## config.mk

```make
export PLATFORM = sky130hd
export DESIGN_NAME = ex_muldiv_unit_flat
export DESIGN_NICKNAME = d
export VERILOG_FILES = /design/src/rtl/ex_muldiv_unit_pkg.sv /design/src/rtl/ex_muldiv_unit_if.sv /design/src/rtl/ex_muldiv_unit.sv /design/src/flat_wrapper.sv
export SDC_FILE = /design/constraint.sdc
export NUM_CORES = 1
export LEC_CHECK = 0
export CELL_PAD_IN_SITES_DETAIL_PLACEMENT = 0
export CELL_PAD_IN_SITES_GLOBAL_PLACEMENT = 1
export CORE_MARGIN = 1
export CORE_UTILIZATION = 46
export CTS_CLUSTER_DIAMETER = 30
export DETAILED_ROUTE_END_ITERATION = 7
export PLACE_DENSITY_LB_ADDON = 0.15
export SYNTH_ARGS = -nofsm -noshare
export SYNTH_HDL_FRONTEND = slang
export SYNTH_SLANG_ARGS = --single-unit
export TNS_END_PERCENT = 10
```

## constraint.sdc

```tcl
create_clock -name clk -period 6 [get_ports clk]
set_clock_uncertainty 0.2 [all_clocks]
set_input_delay 1.2 -clock clk [delete_from_list [all_inputs] [get_ports clk]]
set_output_delay 1.2 -clock clk [all_outputs]
set_load 0.005 [all_outputs]
```

## src/rtl/ex_muldiv_unit_pkg.sv

```systemverilog
// Shared definitions for the EX-stage multiply/divide unit: op encodings,
// FSM states, datapath width and the sign-fix negation helpers.
package muldiv_pkg;

  localparam int WIDTH = 32;
  localparam int CNT_W = $clog2(WIDTH);

  localparam logic [1:0] OP_MULT  = 2'b00;
  localparam logic [1:0] OP_MULTU = 2'b01;
  localparam logic [1:0] OP_DIV   = 2'b10;
  localparam logic [1:0] OP_DIVU  = 2'b11;

  typedef enum logic [1:0] {
    ST_IDLE = 2'b00,
    ST_RUN  = 2'b01,
    ST_FIX  = 2'b10
  } state_e;

  function automatic logic [WIDTH-1:0] cond_neg(input logic [WIDTH-1:0] v, input logic en);
    cond_neg = en ? (~v + {{(WIDTH-1){1'b0}}, 1'b1}) : v;
  endfunction

  function automatic logic [2*WIDTH-1:0] cond_neg_wide(input logic [2*WIDTH-1:0] v,
                                                       input logic en);
    cond_neg_wide = en ? (~v + {{(2*WIDTH-1){1'b0}}, 1'b1}) : v;
  endfunction

endpackage

```

## src/rtl/ex_muldiv_unit_if.sv

```systemverilog
// Operand, HI/LO write and result bundle between the EX stage and the
// multiply/divide unit.
interface ex_muldiv_unit_if;

  logic                          start;
  logic [1:0]                    op;
  logic [muldiv_pkg::WIDTH-1:0]  rs_val;
  logic [muldiv_pkg::WIDTH-1:0]  rt_val;
  logic                          flush;
  logic                          wr_hi;
  logic                          wr_lo;
  logic [muldiv_pkg::WIDTH-1:0]  wr_data;
  logic                          hilo_use;
  logic [muldiv_pkg::WIDTH-1:0]  hi_out;
  logic [muldiv_pkg::WIDTH-1:0]  lo_out;
  logic                          busy;
  logic                          done;
  logic                          stall;

  modport master (
    output start, op, rs_val, rt_val, flush, wr_hi, wr_lo, wr_data, hilo_use,
    input  hi_out, lo_out, busy, done, stall
  );

  modport slave (
    input  start, op, rs_val, rt_val, flush, wr_hi, wr_lo, wr_data, hilo_use,
    output hi_out, lo_out, busy, done, stall
  );

endinterface

```

## src/rtl/ex_muldiv_unit.sv

```systemverilog
// Iterative radix-2 multiply / restoring divide unit owning the HI/LO
// registers; one result bit per cycle, sign fix-up in a final cycle.
module ex_muldiv_unit
  import muldiv_pkg::*;
(
  input  logic            clk,
  input  logic            rst_n,
  ex_muldiv_unit_if.slave mdu
);

  localparam logic [CNT_W-1:0] CNT_LAST = CNT_W'(WIDTH - 1);

  state_e               state_q;
  logic [CNT_W-1:0]     cnt_q;
  logic [2*WIDTH-1:0]   acc_q;
  logic [WIDTH-1:0]     opb_q;
  logic                 is_div_q;
  logic                 neg_q_q;
  logic                 neg_r_q;
  logic                 dz_q;
  logic [WIDTH-1:0]     hi_q;
  logic [WIDTH-1:0]     lo_q;
  logic                 busy_q;
  logic                 done_q;

  logic                 sgn_s;
  logic [WIDTH:0]       mul_sum_s;
  logic [2*WIDTH:0]     div_shift_s;
  logic [WIDTH:0]       div_trial_s;
  logic [2*WIDTH-1:0]   acc_d;
  logic [2*WIDTH-1:0]   prod_s;
  logic [WIDTH-1:0]     quo_s;
  logic [WIDTH-1:0]     rem_s;

  // One multiply or divide iteration plus the fixed-up results for FIX.
  always_comb begin
    sgn_s       = ~mdu.op[0];
    mul_sum_s   = {1'b0, acc_q[2*WIDTH-1:WIDTH]} + {1'b0, opb_q & {WIDTH{acc_q[0]}}};
    div_shift_s = {acc_q, 1'b0};
    div_trial_s = div_shift_s[2*WIDTH:WIDTH] - {1'b0, opb_q};
    if (!is_div_q) begin
      acc_d = {mul_sum_s, acc_q[WIDTH-1:1]};
    end else if (!div_trial_s[WIDTH]) begin
      acc_d = {div_trial_s[WIDTH-1:0], div_shift_s[WIDTH-1:1], 1'b1};
    end else begin
      acc_d = div_shift_s[2*WIDTH-1:0];
    end
    prod_s = cond_neg_wide(acc_q, neg_q_q);
    // Remainder of a zero divisor is |rs|; negating by sign(rs) restores rs.
    quo_s  = dz_q ? {WIDTH{1'b1}} : cond_neg(acc_q[WIDTH-1:0], neg_q_q);
    rem_s  = cond_neg(acc_q[2*WIDTH-1:WIDTH], neg_r_q);
  end

  // Control FSM with registered HI/LO, busy and done.
  always_ff @(posedge clk or negedge rst_n) begin
    if (!rst_n) begin
      state_q  <= ST_IDLE;
      cnt_q    <= {CNT_W{1'b0}};
      acc_q    <= {(2*WIDTH){1'b0}};
      opb_q    <= {WIDTH{1'b0}};
      is_div_q <= 1'b0;
      neg_q_q  <= 1'b0;
      neg_r_q  <= 1'b0;
      dz_q     <= 1'b0;
      hi_q     <= {WIDTH{1'b0}};
      lo_q     <= {WIDTH{1'b0}};
      busy_q   <= 1'b0;
      done_q   <= 1'b0;
    end else begin
      done_q <= 1'b0;
      case (state_q)
        ST_IDLE: begin
          if (mdu.wr_hi) hi_q <= mdu.wr_data;
          if (mdu.wr_lo) lo_q <= mdu.wr_data;
          if (mdu.start && !mdu.flush) begin
            is_div_q <= mdu.op[1];
            neg_q_q  <= sgn_s & (mdu.rs_val[WIDTH-1] ^ mdu.rt_val[WIDTH-1]);
            neg_r_q  <= sgn_s & mdu.rs_val[WIDTH-1];
            dz_q     <= (mdu.rt_val == {WIDTH{1'b0}});
            cnt_q    <= {CNT_W{1'b0}};
            busy_q   <= 1'b1;
            state_q  <= ST_RUN;
            if (mdu.op[1]) begin
              acc_q <= {{WIDTH{1'b0}}, cond_neg(mdu.rs_val, sgn_s & mdu.rs_val[WIDTH-1])};
              opb_q <= cond_neg(mdu.rt_val, sgn_s & mdu.rt_val[WIDTH-1]);
            end else begin
              acc_q <= {{WIDTH{1'b0}}, cond_neg(mdu.rt_val, sgn_s & mdu.rt_val[WIDTH-1])};
              opb_q <= cond_neg(mdu.rs_val, sgn_s & mdu.rs_val[WIDTH-1]);
            end
          end
        end
        ST_RUN: begin
          if (mdu.flush) begin
            busy_q  <= 1'b0;
            state_q <= ST_IDLE;
          end else begin
            acc_q <= acc_d;
            cnt_q <= cnt_q + {{(CNT_W-1){1'b0}}, 1'b1};
            if (cnt_q == CNT_LAST) state_q <= ST_FIX;
          end
        end
        ST_FIX: begin
          busy_q  <= 1'b0;
          state_q <= ST_IDLE;
          if (!mdu.flush) begin
            done_q <= 1'b1;
            if (is_div_q) begin
              hi_q <= rem_s;
              lo_q <= quo_s;
            end else begin
              hi_q <= prod_s[2*WIDTH-1:WIDTH];
              lo_q <= prod_s[WIDTH-1:0];
            end
          end
        end
        default: begin
          busy_q  <= 1'b0;
          state_q <= ST_IDLE;
        end
      endcase
    end
  end

  assign mdu.hi_out = hi_q;
  assign mdu.lo_out = lo_q;
  assign mdu.busy   = busy_q;
  assign mdu.done   = done_q;
  assign mdu.stall  = busy_q & mdu.hilo_use;

endmodule

```

## src/flat_wrapper.sv

```systemverilog
// flat-port wrapper written by rule: the top's interface ports become plain ports
module ex_muldiv_unit_flat import muldiv_pkg::*;
  (clk, rst_n, mdu_start, mdu_op, mdu_rs_val, mdu_rt_val, mdu_flush, mdu_wr_hi, mdu_wr_lo, mdu_wr_data, mdu_hilo_use, mdu_hi_out, mdu_lo_out, mdu_busy, mdu_done, mdu_stall);
  ex_muldiv_unit_if mdu_i ();
  input  logic clk;
  input  logic rst_n;
  input wire logic [$bits(mdu_i.start)-1:0] mdu_start;
  input wire logic [$bits(mdu_i.op)-1:0] mdu_op;
  input wire logic [$bits(mdu_i.rs_val)-1:0] mdu_rs_val;
  input wire logic [$bits(mdu_i.rt_val)-1:0] mdu_rt_val;
  input wire logic [$bits(mdu_i.flush)-1:0] mdu_flush;
  input wire logic [$bits(mdu_i.wr_hi)-1:0] mdu_wr_hi;
  input wire logic [$bits(mdu_i.wr_lo)-1:0] mdu_wr_lo;
  input wire logic [$bits(mdu_i.wr_data)-1:0] mdu_wr_data;
  input wire logic [$bits(mdu_i.hilo_use)-1:0] mdu_hilo_use;
  output wire logic [$bits(mdu_i.hi_out)-1:0] mdu_hi_out;
  output wire logic [$bits(mdu_i.lo_out)-1:0] mdu_lo_out;
  output wire logic [$bits(mdu_i.busy)-1:0] mdu_busy;
  output wire logic [$bits(mdu_i.done)-1:0] mdu_done;
  output wire logic [$bits(mdu_i.stall)-1:0] mdu_stall;
  assign mdu_i.start = mdu_start;
  assign mdu_i.op = mdu_op;
  assign mdu_i.rs_val = mdu_rs_val;
  assign mdu_i.rt_val = mdu_rt_val;
  assign mdu_i.flush = mdu_flush;
  assign mdu_i.wr_hi = mdu_wr_hi;
  assign mdu_i.wr_lo = mdu_wr_lo;
  assign mdu_i.wr_data = mdu_wr_data;
  assign mdu_i.hilo_use = mdu_hilo_use;
  assign mdu_hi_out = mdu_i.hi_out;
  assign mdu_lo_out = mdu_i.lo_out;
  assign mdu_busy = mdu_i.busy;
  assign mdu_done = mdu_i.done;
  assign mdu_stall = mdu_i.stall;
  ex_muldiv_unit u_core (.clk(clk), .rst_n(rst_n), .mdu(mdu_i));
endmodule
```

==> key figures, run 1 <==
Route
  • DRC Markers: 0
  • Routed WL per cell: 21.8 µm
  • WL final: 52.8 mm
  • Vias: 14,782
  • DRT antenna net count: 0
  • DRT Pass-1 Iters: 5
  • Number of DRC markers after the initial detailed-route iteration: 1,348
  • Via density per instance: 6.11

Final layout
  • Reg area: 0.00433 mm²
  • Synth-to-layout area growth: 17.0%
  • Filler cell count in the final layout: 3,003
  • Area of the multi-input gates: 0.00982 mm²
  • Final non-filler cell total: 2,421
  • Fraction of layout instances using a drive strength above 1: 4.26%
  • Finished layout cell area: 0.0174 mm²
  • Top library cells by usage in the layout, fill and taps aside: nand2_1 (193), a21oi_1 (191), o21ai_0 (188)
  • Number of nets in the layout: 2,181
  • Most common cell after layout, fill and taps aside: nand2_1

Die
  • Die area: 0.0330 mm²
  • Effective utilization at floorplan: 47.0%
  • Count of boundary I/O pins: 172
  • Site Rows: 65
  • Height of the chip: 182 µm
  • CORE AREA: 0.0316 mm²
  • Die width: 182 µm

Synthesis
  • Dominant register cell in the synthesized netlist: dfrtp_1
  • Leading area contributor after synthesis: dfrtp_1
  • Number of flops mapped to enable cells by yosys: 0
  • Post-synthesis instance area: 0.0149 mm²
  • Portion of synthesized cell area occupied by the leading cell type: 29.1%
  • Count of state elements after synthesis: 173
  • Fraction of registers with async set/reset: 100%
  • Count of cell types in the netlist: 78
  • Number of instances in the synthesized netlist: 1,912
  • Net count after synthesis: 2,089
  • Mean instance size in the synthesized netlist: 7.77 µm²
  • Share of synthesized area occupied by flip-flops and latches: 29.1%
  • Top area cells in the synthesized netlist: dfrtp_1 (29%), xnor2_1 (6.7%), a21oi_1 (6.5%), o21ai_0 (6.3%), ha_1 (5.9%)
  • Warnings, synthesis: 0

Timing
  • Actual slew at the worst max-slew pin: 1.23 ns
  • Crit path setup slack, layout: 1.49 ns
  • Hold violation count in the final report: 0
  • Final-layout setup total negative slack: 0 ns
  • Peak clock frequency supported by timing: 0.222 GHz
  • Max-slew headroom at the worst pin: 17.7%
  • Share of the cycle needed by the critical path after routing: 75.2%
  • Final Critical Period: 4.51 ns
  • Setup repair after global routing missed its margin: false
  • Endpoints failing setup: 0
  • Final number of max-transition violations: 0

Clocking
  • CTS tree: done
  • CTS Root Buffer Type: clkbuf_16
  • H-tree depth: 4
  • Clock-pin slew of the registers on the worst-case setup and hold paths: 0.08 ns
  • CTS Hold Buffers Added: 0
  • Resized cells post-CTS: 0
  • TritonCTS sink count: 173
  • Clk Latency, worst-skew pair: 0.45 ns
  • Number of clock buffers inserted by TritonCTS: 17
  • Post-CTS Setup Inserts: 0
  • Clock Path Buffers: 2

Power
  • Final Total Pwr: 7.36 mW
  • Pwr Density: 423 mW/mm²
  • Clock share of power: 15.3%
  • Worst voltage drop across the vdd grid: 0.000230 V
  • Proportion of power drawn by combinational gates: 58.2%
  • Seq pwr share: 26.5%
  • LEAKAGE: 7.37 nW
  • Internal power consumption: 3.77 mW
  • Switch share: 48.8%
  • Switching power: 3.59 mW

Global route
  • Via count of the first global-routing pass: 13,808
  • Total global-route track usage: 32.0%
  • First-pass GRT wire length: 81.3 mm
  • Initial antenna violation count: 0
  • Total overflow reported by the global router: 0
  • Pin count of the biggest net entering global routing: 95

Place
  • Cell count after placement: 2,387
  • Post-Place Cell Area: 0.0168 mm²
  • Final weighted congestion of routability-driven global placement: 0.945
  • Count of input and output buffers: 171
  • Dpl ws: 1.53 ns
  • HPWL after detailed placement: 40.6 mm

Setup path
  • Maximum fanout along the worst path: 22
  • CP Launch Type: register
  • Register-to-register setup slack: 1.49 ns
  • Worst setup path class: reg -> reg
  • Type of destination of the critical path: register
  • Setup crit end: u_core.acc_q[56]
  • Cell count of the worst reg-to-reg path: 14
  • R2R Path End: u_core.acc_q[56]
  • Worst path required time: 6.11 ns
  • Data arrival at the endpoint of the critical path: 4.62 ns
  • Source of the critical timing path: u_core.acc_q[31]
  • Startpoint of the lowest-slack register-to-register path: u_core.acc_q[31]

Hold path
  • Worst hold path startpoint: u_core.mdu.lo_out[3]
  • Class of the worst hold path: reg -> reg

Run
  • Max-cap violation count: 0

Status
  • Run status: finished clean
-- synthesized netlist by cell type (all sizes together), types with 10 or more instances --
| cell | n |
|---|---|
| nand3 | 22 |
| nand2b | 21 |
| nor3 | 43 |
| or4 | 14 |
| clkbuf | 102 |
| or3 | 18 |
| buf | 21 |
| mux2i | 63 |
| nand2 | 194 |
| nor4 | 24 |
| o211ai | 15 |
| o21ai | 197 |
| a22oi | 10 |
| xnor2 | 113 |
| xor2 | 60 |
| o221ai | 22 |
| dfrtp | 173 |
| inv | 66 |
| a21oi | 192 |
| nor2b | 15 |
| a31oi | 17 |
| a211oi | 13 |
| nand4 | 11 |
| o22ai | 34 |
| and2 | 14 |
| ha | 70 |
| a21o | 33 |
| o21bai | 16 |
| o31ai | 28 |
| nor2 | 170 |
| and3 | 29 |
-- power groups by stage --
stage                     logic, mW  clock network (mW)  registers, mW
after global placement         4.18                   0           1.94
after floorplan                3.15                   0           1.69
final                          4.28                1.13           1.95
after detailed placement       4.21                   0           1.94
after global routing           4.72                1.18           1.98
after CTS                      4.23                1.14           1.92
-- kinds of logic (layout without fill, tap and decap cells) --
logic type      after synthesis  after routing  share of synthesized area [%]
compound gates              637            637                           25.9
simple gates                602            602                           19.2
buf+inv                     190            295                           4.99
xor+xnor                    173            173                           10.2
flops                       173            173                           29.1
fa+ha+maj                    72             72                           6.16
mux                          65             65                           4.40
other cells                   0              2                              0
-- worst max-delay path, stage by stage, from the launching register on --
cell	delay, ns
dfrtp_1	0.53
inv_1	0.08
ha_1	0.21
fa_1	0.38
nand2b_1	0.20
a21o_1	0.21
a21oi_1	0.23
o31ai_1	0.12
buf_4	0.16
o31ai_1	0.52
xor2_4	0.58
buf_4	0.44
mux2i_1	0.24
a2bb2oi_1	0.16
o21ai_0	0.09
-- layout make-up --
type	count	share of cell area [%]
multi-input cells	1549	56.5
flip-flops and latches	173	24.9
repair buffers	196	11.0
well taps	402	2.89
clock buffers	17	2.45
inverters	67	1.45
clock inverters	15	0.870
diodes	2	0.0288
-- state kept, by name, indices dropped and copies added (netlist names), 2 cells and up --
| signal | count |
|---|---|
| u_core.acc_q | 64 |
| u_core.mdu.hi_out | 32 |
| u_core.mdu.lo_out | 32 |
| u_core.opb_q | 32 |
| u_core.cnt_q | 5 |
| u_core.state_q | 2 |
-- worst min path at each step --
stage / endpoint / cells after the start / slack (ns)
after floorplan: u_core.cnt_q[4] / 2 / 0.25
after global placement: u_core.cnt_q[4] / 2 / 0.26
after detailed placement: u_core.mdu.lo_out[18] / 2 / 0.27
after CTS: u_core.mdu.lo_out[18] / 2 / 0.29
after global routing: u_core.cnt_q[4] / 2 / 0.32
final: u_core.mdu.lo_out[3] / 2 / 0.28
-- metal layers --
layer | GRT usage [%] | part of all wire, % | routed length [µm]
met5 | 0 | 0 | 0
met4 | 10.2 | 3.1 | 1620
met3 | 4.61 | 6.5 | 3430
met2 | 52.0 | 45 | 23900
met1 | 43.8 | 45 | 23800
-- metrics by stage --
step / util [%] / hold WS, ns
6_report: 55.0 / 0.278
5_1_grt: 55.0 / 0.317
4_1_cts: 55.0 / 0.286
3_5_place_dp: 53.1 / 0.269
3_3_place_gp: 53.1 / 0.256
2_1_floorplan: - / 0.245
(Power assumes the default switching activity.)
==> run 2, diff against run 1 <==
--- a/config.mk
+++ b/config.mk
@@ -8,7 +8,7 @@
 export CELL_PAD_IN_SITES_DETAIL_PLACEMENT = 0
 export CELL_PAD_IN_SITES_GLOBAL_PLACEMENT = 1
 export CORE_MARGIN = 1
-export CORE_UTILIZATION = 46
+export CORE_UTILIZATION = 39
 export CTS_CLUSTER_DIAMETER = 30
 export DETAILED_ROUTE_END_ITERATION = 7
 export PLACE_DENSITY_LB_ADDON = 0.15
==> constraint.sdc (replaced) <==
create_clock -name clk -period 3.9 [get_ports clk]
set_clock_uncertainty 0.2 [all_clocks]
set_input_delay 0.78 -clock clk [delete_from_list [all_inputs] [get_ports clk]]
set_output_delay 0.78 -clock clk [all_outputs]
set_load 0.005 [all_outputs]
==> run 2 against run 1 <==
Worst setup slack worse by 1.3 ns. Clock power rose by 62%. Wire length grew 6.4%. Fmax grew 22%. Via count is 2.3% higher. Final cell count increased by 9.2%. Sequential share of layout area fell by 1.5 points. Register-to-register slack worse by 1.3 ns.
==> key figures, run 2 (same netlist as run 1, synthesis figures left out) <==
Setup path
  • Top cell by count, worst path: buf_4
  • Cell count of the worst reg-to-reg path: 15
  • Delay of the slowest cell on the worst path: 0.44 ns
  • Register-to-register setup slack: 0.21 ns
  • Type of destination of the critical path: register
  • CP Launch Type: register
  • Worst setup path class: reg -> reg
  • Slowest library cell on the worst path: dfrtp_1
  • Worst path required time: 4.00 ns
  • Chain of cells forming the critical path: buf_4 > nand2_1 > inv_1 > ha_1 > a211oi_1 > o21bai_1 > o211ai_1 > buf_4 > o211ai_1 > a21boi_0 > buf_4 > o31ai_1 > a21oi_1 > xor2_1 > o21ai_0
  • Startpoint of the lowest-slack register-to-register path: u_core.acc_q[0]
  • R2R Path End: u_core.acc_q[56]
  • Maximum fanout along the worst path: 4
  • Data arrival at the endpoint of the critical path: 3.80 ns
  • Setup crit end: u_core.acc_q[56]
  • Source of the critical timing path: u_core.acc_q[0]

Final layout
  • Synth-to-layout area growth: 24.3%
  • Register with the highest flop count: u_core.acc_q
  • Most common cell after layout, fill and taps aside: nand2_1
  • Utilization after layout: 49.2%
  • Fraction of layout instances using a drive strength above 1: 9.38%
  • Top library cells by usage in the layout, fill and taps aside: nand2_1 (193), a21oi_1 (191), o21ai_0 (186)
  • Number of nets in the layout: 2,297
  • Number of flip-flops under the largest register name: 64

Route
  • Routed WL per cell: 21.2 µm
  • DRT Pass-1 Iters: 5
  • Via density per instance: 5.72
  • DRT antenna net count: 0
  • Vias: 15,125
  • Number of DRC markers after the initial detailed-route iteration: 1,179
  • DRC Markers: 0
  • WL final: 56.1 mm

Power
  • Pwr Density: 654 mW/mm²
  • Final Total Pwr: 12.1 mW
  • LEAKAGE: 7.98 nW
  • Worst voltage drop across the vdd grid: 0.000408 V

Timing
  • Final Critical Period: 3.69 ns
  • Actual slew at the worst max-slew pin: 1.05 ns
  • Peak clock frequency supported by timing: 0.271 GHz
  • Endpoints failing setup: 0
  • Hold violation count in the final report: 0
  • Final-layout setup total negative slack: 0 ns
  • Setup repair after global routing missed its margin: false
  • Final number of max-transition violations: 0
  • Max-slew headroom at the worst pin: 30.1%
  • Share of the cycle needed by the critical path after routing: 94.7%

Clocking
  • Clock Path Buffers: 2
  • CTS Root Buffer Type: clkbuf_16
  • Number of clock buffers inserted by TritonCTS: 17
  • Clk Latency, worst-skew pair: 0.45 ns
  • H-tree depth: 4
  • Clock-pin slew of the registers on the worst-case setup and hold paths: 0.07 ns
  • TritonCTS sink count: 173
  • CTS tree: done

Die
  • CORE AREA: 0.0376 mm²
  • Site Rows: 71
  • Effective utilization at floorplan: 39.5%
  • Count of boundary I/O pins: 172
  • Die area: 0.0389 mm²
  • Die width: 197 µm
  • Height of the chip: 197 µm

Global route
  • M2 GR Usage: 47.1%
  • Global routing usage on met1: 40.0%
  • First-pass GRT wire length: 85.8 mm
  • Global route hottest layer: met2
  • Initial antenna violation count: 0
  • Total overflow reported by the global router: 0
  • Via count of the first global-routing pass: 14,406
  • Total global-route track usage: 29.1%
  • Pin count of the biggest net entering global routing: 68
  • Met3 track demand over resource: 3.21%

Place
  • Final weighted congestion of routability-driven global placement: 0.956
  • Count of input and output buffers: 171
  • HPWL after detailed placement: 44.4 mm

Status
  • Run status: finished clean

Run
  • Max-cap violation count: 0

Hold path
  • Class of the worst hold path: in -> async
==> run 2: cell count changes in the layout (fill, tap and decap cells not counted), sizes merged <==
cell / before / now
buf: 27 / 143
bufinv: 0 / 2
clkbuf: 17 / 24
clkinv: 4 / 2
clkinvlp: 4 / 2
diode: 2 / 1
inv: 74 / 68
==> run 2: worst max-delay path: cells and delay by family (launching register included) <==
kind	cells	cell delay, ns
AO/OA/AOI/OAI	8	1.73
buffers and inverters	4	0.63
flip-flops	1	0.44
adder cells (fa/ha/maj)	1	0.28
XOR/XNOR	1	0.16
AND/OR/NAND/NOR	1	0.11
==> run 2: through the flow <==
stage / instance area, µm² / cells / hold slack (ns) / setup slack (ns)
2_1_floorplan: 14900 / 1912 / 0.245 / 0.444
3_3_place_gp: 17900 / 2612 / 0.256 / 0.110
3_5_place_dp: 17900 / 2612 / 0.268 / 0.0717
4_1_cts: 18500 / 2643 / 0.151 / 0.163
5_1_grt: 18500 / 2643 / 0.169 / 0.00669
6_report: 18500 / 2644 / 0.115 / 0.205
==> run 2: how the worst min path moves through the flow <==
stage	cells past startpoint	startpoint	slack, ns	end
final	1	rst_n	0.11	u_core.mdu.lo_out[12]
after global routing	1	rst_n	0.17	u_core.mdu.lo_out[12]
after CTS	1	rst_n	0.15	u_core.mdu.lo_out[12]
after detailed placement	2	u_core.cnt_q[4]	0.27	u_core.cnt_q[4]
after global placement	2	u_core.cnt_q[4]	0.26	u_core.cnt_q[4]
after floorplan	2	u_core.cnt_q[4]	0.25	u_core.cnt_q[4]
==> run 2: power by group <==
group	total [mW]	leakage, nW	switching (mW)	internal, mW
Sequential	2.73	2.15	0.534	2.20
Combinational	7.53	5.54	4.27	3.26
Clock	1.83	0.296	0.775	1.05
Total	12.1	7.98	5.58	6.51
==> run 2: layout make-up <==
type / instances / area (µm²)
Multi-Input combinational cell: 1549 / 9820
Inverter: 67 / 251
Clock inverter: 7 / 101
Timing Repair Buffer: 312 / 2820
Tap cell: 511 / 639
Sequential cell: 173 / 4330
Antenna cell: 1 / 2.50
Fill cell: 3801 / 19100
Clock buffer: 24 / 512
==> run 2: timing repair <==
item | in CTS | in global routing
setup buffers | 0 | 0
endpoints found under the setup margin | 0 | 7
gates resized for setup | 0 | 3
endpoints found under the hold margin | 0 | 0
hold buffers | 0 | 0
==> run 2: routing by layer <==
layer | wire, µm | share of wire [%] | up-vias
met2 | 25800 | 46 | 543
met3 | 3000 | 5.3 | 67
li1 | - | - | 7301
met1 | 25500 | 45 | 7214
met5 | 0 | 0 | -
met4 | 1840 | 3.3 | 0
